==> config.mk <==
export PLATFORM = sky130hd
export DESIGN_NAME = vga_pixel_unpacker_flat
export DESIGN_NICKNAME = d
export VERILOG_FILES = /design/src/rtl/vga_pixel_unpacker_if.sv /design/src/rtl/vga_pixel_unpacker.sv /design/src/flat_wrapper.sv
export SDC_FILE = /design/constraint.sdc
export NUM_CORES = 1
export LEC_CHECK = 0
export ABC_AREA = 1
export CORE_UTILIZATION = 58
export CTS_BUF_LIST = sky130_fd_sc_hd__clkbuf_4
export DETAILED_ROUTE_END_ITERATION = 7
export PLACE_DENSITY = 0.86
export RECOVER_POWER = 25
export SLEW_MARGIN = 20
export SYNTH_ARGS = -nofsm -noshare
export SYNTH_HDL_FRONTEND = slang
export SYNTH_SLANG_ARGS = --single-unit
==> constraint.sdc <==
create_clock -name clk -period 4.1 [get_ports clk]
set_input_delay 0.82 -clock clk [delete_from_list [all_inputs] [get_ports clk]]
set_output_delay 0.82 -clock clk [all_outputs]
set_load 0.005 [all_outputs]
==> src/rtl/vga_pixel_unpacker_if.sv <==
// Read-side bus of the VGA pixel unpacker: FIFO pop port on one side,
// pixel stream towards the colour processor / timing generator on the other.
interface vga_pixel_unpacker_if #(
  parameter int unsigned DWIDTH = 32
);
  logic [DWIDTH-1:0] fifo_q;
  logic              fifo_empty;
  logic              fifo_rreq;
  logic [23:0]       pix_data;
  logic              pix_clut;
  logic              pix_valid;
  logic              pix_ready;

  modport master (
    input  fifo_q, fifo_empty, pix_ready,
    output fifo_rreq, pix_data, pix_clut, pix_valid
  );

  modport slave (
    output fifo_q, fifo_empty, pix_ready,
    input  fifo_rreq, pix_data, pix_clut, pix_valid
  );
endinterface

==> src/rtl/vga_pixel_unpacker.sv <==
// Pops 32-bit big-endian words from the line FIFO into an 8-byte queue and
// emits one 24-bit pixel per transfer in 8/16/24/32 bpp modes.
module vga_pixel_unpacker #(
  parameter int unsigned DWIDTH = 32
) (
  input  logic                  clk,
  input  logic                  rst,
  input  logic [1:0]            cmode,
  input  logic                  sof,
  vga_pixel_unpacker_if.master  bus
);

  typedef enum logic [1:0] {
    MODE_8BPP  = 2'b00,
    MODE_16BPP = 2'b01,
    MODE_24BPP = 2'b10,
    MODE_32BPP = 2'b11
  } mode_t;

  localparam logic [3:0] WORD_BYTES = 4'(DWIDTH / 8);

  mode_t       mode_q;
  logic [7:0]  q_r  [8];
  logic [7:0]  q_nx [8];
  logic [7:0]  wbyte [4];
  logic [3:0]  cnt_r;
  logic [3:0]  cnt_after;
  logic [3:0]  cnt_nx;
  logic [3:0]  bpp;
  logic        emit;
  logic        pop;
  logic [23:0] pix_nx;
  logic        clut_nx;
  logic [23:0] pix_data_r;
  logic        pix_clut_r;
  logic        pix_valid_r;

  always_comb begin
    bpp       = {2'b00, mode_q} + 4'd1;
    emit      = (cnt_r >= bpp) && (!pix_valid_r || bus.pix_ready);
    cnt_after = emit ? (cnt_r - bpp) : cnt_r;
    pop       = !bus.fifo_empty && (cnt_after <= 4'd4) && !rst && !sof;
    cnt_nx    = cnt_after + (pop ? WORD_BYTES : 4'd0);
  end

  assign bus.fifo_rreq = pop;

  always_comb begin
    for (int unsigned k = 0; k < 4; k++) begin
      wbyte[k] = bus.fifo_q[8*(3-k) +: 8];
    end
  end

  // Shift out the emitted bytes, then drop the popped word in right after
  // the surviving ones; both happen in the same cycle.
  always_comb begin
    logic [3:0] src;
    logic [3:0] rel;
    src = '0;
    rel = '0;
    for (int unsigned i = 0; i < 8; i++) begin
      src     = 4'(i) + (emit ? bpp : 4'd0);
      q_nx[i] = (src < 4'd8) ? q_r[src[2:0]] : 8'h00;
      rel     = 4'(i) - cnt_after;
      if (pop && (4'(i) >= cnt_after) && (rel < WORD_BYTES)) begin
        q_nx[i] = wbyte[rel[1:0]];
      end
    end
  end

  always_comb begin
    pix_nx  = '0;
    clut_nx = 1'b0;
    case (mode_q)
      MODE_8BPP: begin
        pix_nx  = {16'h0000, q_r[0]};
        clut_nx = 1'b1;
      end
      MODE_16BPP: pix_nx = {q_r[0][7:3], 3'b000, q_r[0][2:0], q_r[1][7:5], 2'b00,
                            q_r[1][4:0], 3'b000};
      MODE_24BPP: pix_nx = {q_r[0], q_r[1], q_r[2]};
      MODE_32BPP: pix_nx = {q_r[1], q_r[2], q_r[3]};
      default:    pix_nx = '0;
    endcase
  end

  always_ff @(posedge clk) begin
    if (rst) begin
      mode_q      <= mode_t'(cmode);
      cnt_r       <= '0;
      q_r         <= '{default: '0};
      pix_valid_r <= 1'b0;
      pix_data_r  <= '0;
      pix_clut_r  <= 1'b0;
    end else if (sof) begin
      mode_q      <= mode_t'(cmode);
      cnt_r       <= '0;
      pix_valid_r <= 1'b0;
    end else begin
      cnt_r <= cnt_nx;
      q_r   <= q_nx;
      if (emit) begin
        pix_valid_r <= 1'b1;
        pix_data_r  <= pix_nx;
        pix_clut_r  <= clut_nx;
      end else if (bus.pix_ready) begin
        pix_valid_r <= 1'b0;
      end
    end
  end

  assign bus.pix_data  = pix_data_r;
  assign bus.pix_clut  = pix_clut_r;
  assign bus.pix_valid = pix_valid_r;

endmodule

==> src/flat_wrapper.sv <==
// flat-port wrapper written by rule: the top's interface ports become plain ports
module vga_pixel_unpacker_flat 
#(
  parameter int unsigned DWIDTH = 32
)
  (clk, rst, cmode, sof, bus_fifo_q, bus_fifo_empty, bus_pix_ready, bus_fifo_rreq, bus_pix_data, bus_pix_clut, bus_pix_valid);
  vga_pixel_unpacker_if #(.DWIDTH(DWIDTH)) bus_i ();
  input  logic clk;
  input  logic rst;
  input  logic [1:0] cmode;
  input  logic sof;
  input wire logic [$bits(bus_i.fifo_q)-1:0] bus_fifo_q;
  input wire logic [$bits(bus_i.fifo_empty)-1:0] bus_fifo_empty;
  input wire logic [$bits(bus_i.pix_ready)-1:0] bus_pix_ready;
  output wire logic [$bits(bus_i.fifo_rreq)-1:0] bus_fifo_rreq;
  output wire logic [$bits(bus_i.pix_data)-1:0] bus_pix_data;
  output wire logic [$bits(bus_i.pix_clut)-1:0] bus_pix_clut;
  output wire logic [$bits(bus_i.pix_valid)-1:0] bus_pix_valid;
  assign bus_i.fifo_q = bus_fifo_q;
  assign bus_i.fifo_empty = bus_fifo_empty;
  assign bus_i.pix_ready = bus_pix_ready;
  assign bus_fifo_rreq = bus_i.fifo_rreq;
  assign bus_pix_data = bus_i.pix_data;
  assign bus_pix_clut = bus_i.pix_clut;
  assign bus_pix_valid = bus_i.pix_valid;
  vga_pixel_unpacker #(.DWIDTH(DWIDTH)) u_core (.clk(clk), .rst(rst), .cmode(cmode), .sof(sof), .bus(bus_i));
endmodule
==> results of run 1 <==
[per-layer routing]
metal / GRT usage, % / up-vias
li1: - / 5051
met1: 57.49 / 4729
met5: 1.736 / -
met3: 17.08 / 125
met4: 20.24 / 0
met2: 65.61 / 801
[final timing paths]
path / from / endpoint / slack (ps)
setup / recovery: u_core.mode_q[0] / bus_fifo_rreq / -30
hold / removal: u_core.q_r[3] / u_core.q_r[3] / 470
setup reg to reg: u_core.mode_q[0] / u_core.q_r[45] / 100
hold reg to reg: u_core.q_r[3] / u_core.q_r[3] / 470
[synth_stat cells, types with 12 or more instances]
| cell type | number | area share [%] |
|---|---|---|
| nand4_1 | 12 | 0.87 |
| o21ai_0 | 57 | 3.3 |
| nand2_1 | 521 | 23 |
| ha_1 | 22 | 3.2 |
| clkbuf_1 | 45 | 2.0 |
| o22ai_1 | 14 | 1.0 |
| nand3_1 | 379 | 22 |
| dfxtp_1 | 94 | 22 |
| buf_2 | 22 | 1.3 |
| a21oi_1 | 36 | 2.1 |
| inv_1 | 147 | 6.4 |
| nor2_1 | 81 | 3.5 |
[area by class of cell]
class | count | area, µm²
multi-input combinational | 1194 | 5798
tap | 184 | 230.2
clock inverter | 6 | 67.56
antenna | 1 | 2.502
timing repair buffer | 99 | 918.4
fill | 1405 | 4906
inverter | 158 | 594.3
clock buffer | 10 | 75.07
sequential | 96 | 1942
[timing repair]
item                       CTS  global route
setup endpoints to repair    1             4
gates resized for setup      5            15
setup buffers                4             2
pin swaps                    1             2
[critical path, delay by kind of cell, from the launching register on]
| kind | cells | cell delay (ps) |
|---|---|---|
| buffers and inverters | 6 | 950 |
| and+or+nand+nor | 8 | 760 |
| adders and majority gates | 3 | 640 |
| DFF | 1 | 460 |
[report_power, final]
group          total, mW  internal, mW  leakage, nW  switching (mW)
registers           1.37          1.20        0.791           0.171
clock network      0.573         0.196       0.0750           0.376
logic               7.11          2.19         3.92            4.92
[layout by cell type (no fill, tap or decap), drive strengths merged]
| master | count |
|---|---|
| bufinv | 1 |
| nor2 | 96 |
| or2 | 1 |
| nand2 | 538 |
| edfxtp | 2 |
| clkinvlp | 1 |
| dlygate4sd3 | 28 |
| nand4 | 12 |
| a211oi | 1 |
| clkbuf | 10 |
| ha | 22 |
| a31oi | 3 |
| a21oi | 36 |
| nand3 | 381 |
| dfxtp | 94 |
| clkdlybuf4s50 | 37 |
| inv | 157 |
| o21a | 4 |
| o221ai | 10 |
| fa | 1 |
| buf | 34 |
| and2 | 1 |
| o211ai | 9 |
| o22ai | 14 |
| diode | 1 |
| clkinv | 5 |
| a22oi | 5 |
| o21ai | 60 |
[registers in the layout, summed over array words and instances, names as in the netlist]
name,count
u_core.q_r,64
u_core.bus.pix_data,24
u_core.bus.pix_valid,1
u_core.mode_q,2
u_core.cnt_r,4
u_core.bus.pix_clut,1
[per-stage QoR]
stage               total power [mW]  TNS (ps)  worst slack, ps
finish                         9.051    -28.78           -28.78
global placement               7.993         0            203.9
CTS                            8.697         0           0.7736
detailed placement             8.072         0            156.5
floorplan                      6.374         0            257.5
global route                   9.738    -169.2           -78.75
[logic make-up (layout without fill, tap and decap cells)]
logic type / after synthesis / after routing
AOI/OAI and AO/OA: 142 / 142
adders and majority gates: 23 / 23
buffers and inverters: 242 / 273
DFF: 96 / 96
other: 0 / 1
and+or+nand+nor: 1029 / 1029
==> results.json, run 1 <==
{
  "drcViolationCount": 0,
  "io_pins": 66,
  "routed_wl_um": 33980,
  "netlist_area_mm2": 0.008655,
  "fp.dieW_um": 124.2,
  "die_area_mm2": 0.01541,
  "worstPathCellList": "buf_4 > ha_1 > inv_2 > ha_4 > inv_2 > nor2_1 > nor2_2 > nand2_4 > nand2_8 > nand2_2 > nand2_4 > ha_2 > inv_2 > nand3_2 > nand3_4 > inv_1 > clkdlybuf4s50_1",
  "violations": "setup timing",
  "synth_xor_area_share_pct": 0,
  "setup_viol": 1,
  "ys_warn_count": 0,
  "ant_nets": 0,
  "drive_above_1_share_pct": 6.910,
  "grt_usage_pct": 44.77,
  "viasPerCell": 6.125,
  "slew_headroom_pct": 42.04,
  "finClkSkew_ps": 31.51,
  "cpMaxStageDelayCell": "clkdlybuf4s50_1",
  "rows": 44,
  "drtIter0Drc": 1770,
  "crit_required_ps": 3280,
  "leakage_nw": 4.790,
  "grt_max_degree": 63,
  "fin_crit_ps": 4129,
  "grt_overflow": 0,
  "cts.path.max_buffers": 2,
  "fin_ws_ps": -28.78,
  "synth_cells": 1532,
  "cp_max_fo": 5,
  "antenna_found_initial": 0,
  "grt_pass1_wl_um": 50930,
  "synthAdderAreaFrac_pct": 3.412,
  "hold_depth": 2,
  "dpl_cell_area_mm2": 0.009348,
  "htreeDepth": 3,
  "layout.cells.non_filler": 1748,
  "area.growth.synth_to_final_pct": 11.25,
  "port_buffers": 65,
  "cp-end-kind": "primary output",
  "yosys.area_share.simple_pct": 52.93,
  "insertion_delay_ps": 510,
  "met2_wirelength_um": 14060,
  "gp_congestion": 1.001,
  "dr_wl_met3_um": 5195,
  "syn_area_per_cell_um2": 5.649,
  "synth_compound_area_share_pct": 9.571,
  "cts_root_buffer": "clkbuf_4",
  "fin_area_mm2": 0.009628,
  "synthesis.nets": 1594,
  "met1_length_um": 13170,
  "start_util_pct": 59.55,
  "fmax_ghz": 0.2422,
  "cp.arrival_ps": 3310,
  "holdBufCountCts": 0,
  "die_height_um": 124.2,
  "finalHoldViolations": 0,
  "grt_pass1_vias": 9211,
  "dr.pass1.iters": 6,
  "core_area_mm2": 0.01453,
  "critical_path_class": "flop to primary output",
  "rr_worst_depth": 20,
  "cts_tree": "done",
  "cpPeakStageDelay_ps": 490,
  "clkTransAtPathRegs_ps": 180,
  "finish.utilization_pct": 66.24,
  "status": "finished, violations left",
  "ir_drop_uv": 887.5,
  "top_layer": "met4",
  "muxShareOfSynthArea_pct": 0,
  "synth_edf_count": 2,
  "worst_setup_path_start_kind": "flop",
  "hp-class": "flop to flop",
  "synth_top_family_by_area": "simple AND/OR/NAND/NOR gates",
  "synthArstFlopShare_pct": 0,
  "place_inst": 1725,
  "worst_pin_slew_ps": 868.4,
  "maxSlewViolCount": 0,
  "dp_hpwl_um": 25040,
  "post-route-period-util_pct": 100.7,
  "dr_total_vias": 10710,
  "clock-sinks": 96,
  "maxCapViolations": 0,
  "fin_nets": 1620,
  "ys.flop_type": "dfxtp_1",
  "power.density_mw_per_mm2": 940.1,
  "hold_slack_ps": 466.6,
  "ys_ff_latch": 96,
  "crit_top_cell": "inv_2",
  "cts_buffers": 9,
  "routedWlPerCell_um": 19.44,
  "yosysSeqAreaShare_pct": 22.44,
  "synth_cell_types": 37
}
No activity file was read; power rests on OpenSTA's default activity.
==> run 2, diff against run 1 <==
--- a/config.mk
+++ b/config.mk
@@ -6,11 +6,12 @@
 export NUM_CORES = 1
 export LEC_CHECK = 0
 export ABC_AREA = 1
+export CORE_MARGIN = 10
 export CORE_UTILIZATION = 58
 export CTS_BUF_LIST = sky130_fd_sc_hd__clkbuf_4
 export DETAILED_ROUTE_END_ITERATION = 7
 export PLACE_DENSITY = 0.86
-export RECOVER_POWER = 25
+export RECOVER_POWER = 50
 export SLEW_MARGIN = 20
 export SYNTH_ARGS = -nofsm -noshare
 export SYNTH_HDL_FRONTEND = slang
==> results.json, run 2 (synthesis results as in run 1) <==
{
  "status": "finished, violations left",
  "violations": "capacitance limit, slew limit",
  "clkTransAtPathRegs_ps": 190,
  "clock_power_share_pct": 6.0,
  "p_comb_share_pct": 78.8,
  "grt_pass1_wl_um": 53490,
  "cts_tree": "done",
  "cp.arrival_ps": 4330,
  "antenna_found_initial": 2,
  "switching_share_pct": 61.21,
  "htreeDepth": 3,
  "ir_drop_uv": 768.9,
  "drive_above_1_share_pct": 6.270,
  "largest_reg_flops": 64,
  "final_cell_mix": "521 x nand2_1, 376 x nand3_1, 146 x inv_1",
  "cpMaxStageDelayCell": "clkbuf_1",
  "critical_path_class": "flop to flop",
  "routedWlPerCell_um": 19.98,
  "cts_root_buffer": "clkbuf_4",
  "finClkSkew_ps": 23.42,
  "maxSlewViolCount": 68,
  "mostFrequentLayoutCell": "nand2_1",
  "cpPeakStageDelay_ps": 1280,
  "drtIter0Drc": 1870,
  "grt_max_degree": 44,
  "hold_slack_ps": 467.3,
  "finalHoldViolations": 0,
  "setup_tns_ps": 0,
  "fin_ws_ps": 217.3,
  "ant_nets": 0,
  "setup_viol": 0,
  "worstPathCellList": "clkinv_2 > clkbuf_1 > nand3_2 > inv_1 > ha_1 > inv_1 > nand2_1 > nand2_1 > nand3_1 > nand3_1 > nor2_1 > nor2_1 > nor2_1",
  "start_util_pct": 59.32,
  "regMostFlops": "u_core.q_r",
  "dr.pass1.iters": 7,
  "p_switching_mw": 5.472,
  "finish.utilization_pct": 65.33,
  "crit_required_ps": 4550,
  "clock-sinks": 96,
  "rows": 44,
  "grt_overflow": 0,
  "fmax_ghz": 0.2576,
  "die_area_mm2": 0.02021,
  "cp-end-kind": "flop",
  "hp-class": "flop to flop",
  "fin_crit_ps": 3883,
  "grt_usage_pct": 33.48,
  "drcViolationCount": 0,
  "gp_congestion": 1.102,
  "fp.dieW_um": 142.2,
  "routed_wl_um": 34920,
  "seq_power_share_pct": 15.3,
  "power.density_mw_per_mm2": 938.1,
  "intPower_mw": 3.469,
  "worst_pin_slew_ps": 1771,
  "fin_nets": 1620,
  "post-route-period-util_pct": 94.70,
  "fill_cells": 1454,
  "cts.path.max_buffers": 2,
  "area.growth.synth_to_final_pct": 10.12,
  "r2r_slack_ps": 220,
  "dr_total_vias": 10660,
  "insertion_delay_ps": 500,
  "viasPerCell": 6.097,
  "die_height_um": 142.2,
  "dp_hpwl_um": 26420,
  "worst_setup_path_start_kind": "flop",
  "slew_headroom_pct": -18.08,
  "grt_pass1_vias": 9407,
  "rsz0062_at_grt": "false",
  "maxCapViolations": 2,
  "crit_top_cell": "nor2_1",
  "cp_max_fo": 34,
  "dpl_worst_slack_ps": 193.4,
  "port_buffers": 65,
  "io_pins": 66,
  "leakage_nw": 4.789,
  "core_area_mm2": 0.01459,
  "cts_buffers": 9
}
## run 2: cell count changes in the layout (fill, tap and decap cells not counted), sizes merged, moves of 2 or more
cell           change
clkdlybuf4s50      -2
clkbuf             +2
buf                -3
inv                +2
## run 2: area by class of cell
type	instances	area (µm²)	area share [%]
Timing Repair Buffer	99	897.1	9.413
Multi-Input combinational cell	1194	5734	60.17
Inverter	158	594.3	6.236
Tap cell	184	230.2	2.416
Clock buffer	9	67.56	0.7089
Antenna cell	1	2.502	0.02626
Sequential cell	96	1942	20.38
Clock inverter	7	62.56	0.6564
## run 2: timing repair
action | in CTS | in global routing
hold buffers | 0 | 0
setup endpoints to repair | 1 | 1
setup buffers | 4 | 0
resized for setup | 6 | 5
pin swaps | 1 | 1
## run 2: final timing paths
path	start	end	cells past startpoint
setup / recovery	u_core.mode_q[0]	u_core.q_r[23]	13
hold / removal	u_core.q_r[13]	u_core.q_r[13]	2
setup reg to reg	u_core.mode_q[0]	u_core.q_r[23]	13
hold reg to reg	u_core.q_r[13]	u_core.q_r[13]	2
## run 2: per-layer routing
layer	track usage [%]	share of wire (%)
met1	42.94	39
met4	16.57	5.1
met3	9.312	14
met5	0	0.031
met2	50.40	42
## run 2: worst max-delay path: cells and delay by family (launching register included)
family,cells,cell delay (ps)
buffers and inverters,4,1690
AND/OR/NAND/NOR,8,1460
flip-flops,1,450
adder cells (fa/ha/maj),1,210
## run 2: metrics by stage
step	instances	power (mW)	cell area, µm²
after floorplan	1532	6.374	8655
after global placement	1727	8.025	9350
after CTS	1747	8.675	9543
final	1748	8.941	9530
after global routing	1748	9.632	9530
after detailed placement	1727	8.080	9350
## run 2: power by group through the flow
stage	clock (mW)	combinational [mW]	sequential [mW]
floorplan	0	5.05	1.33
global placement	0	6.66	1.37
detailed placement	0	6.71	1.37
CTS	0.528	6.80	1.35
global route	0.563	7.69	1.38
finish	0.532	7.04	1.36
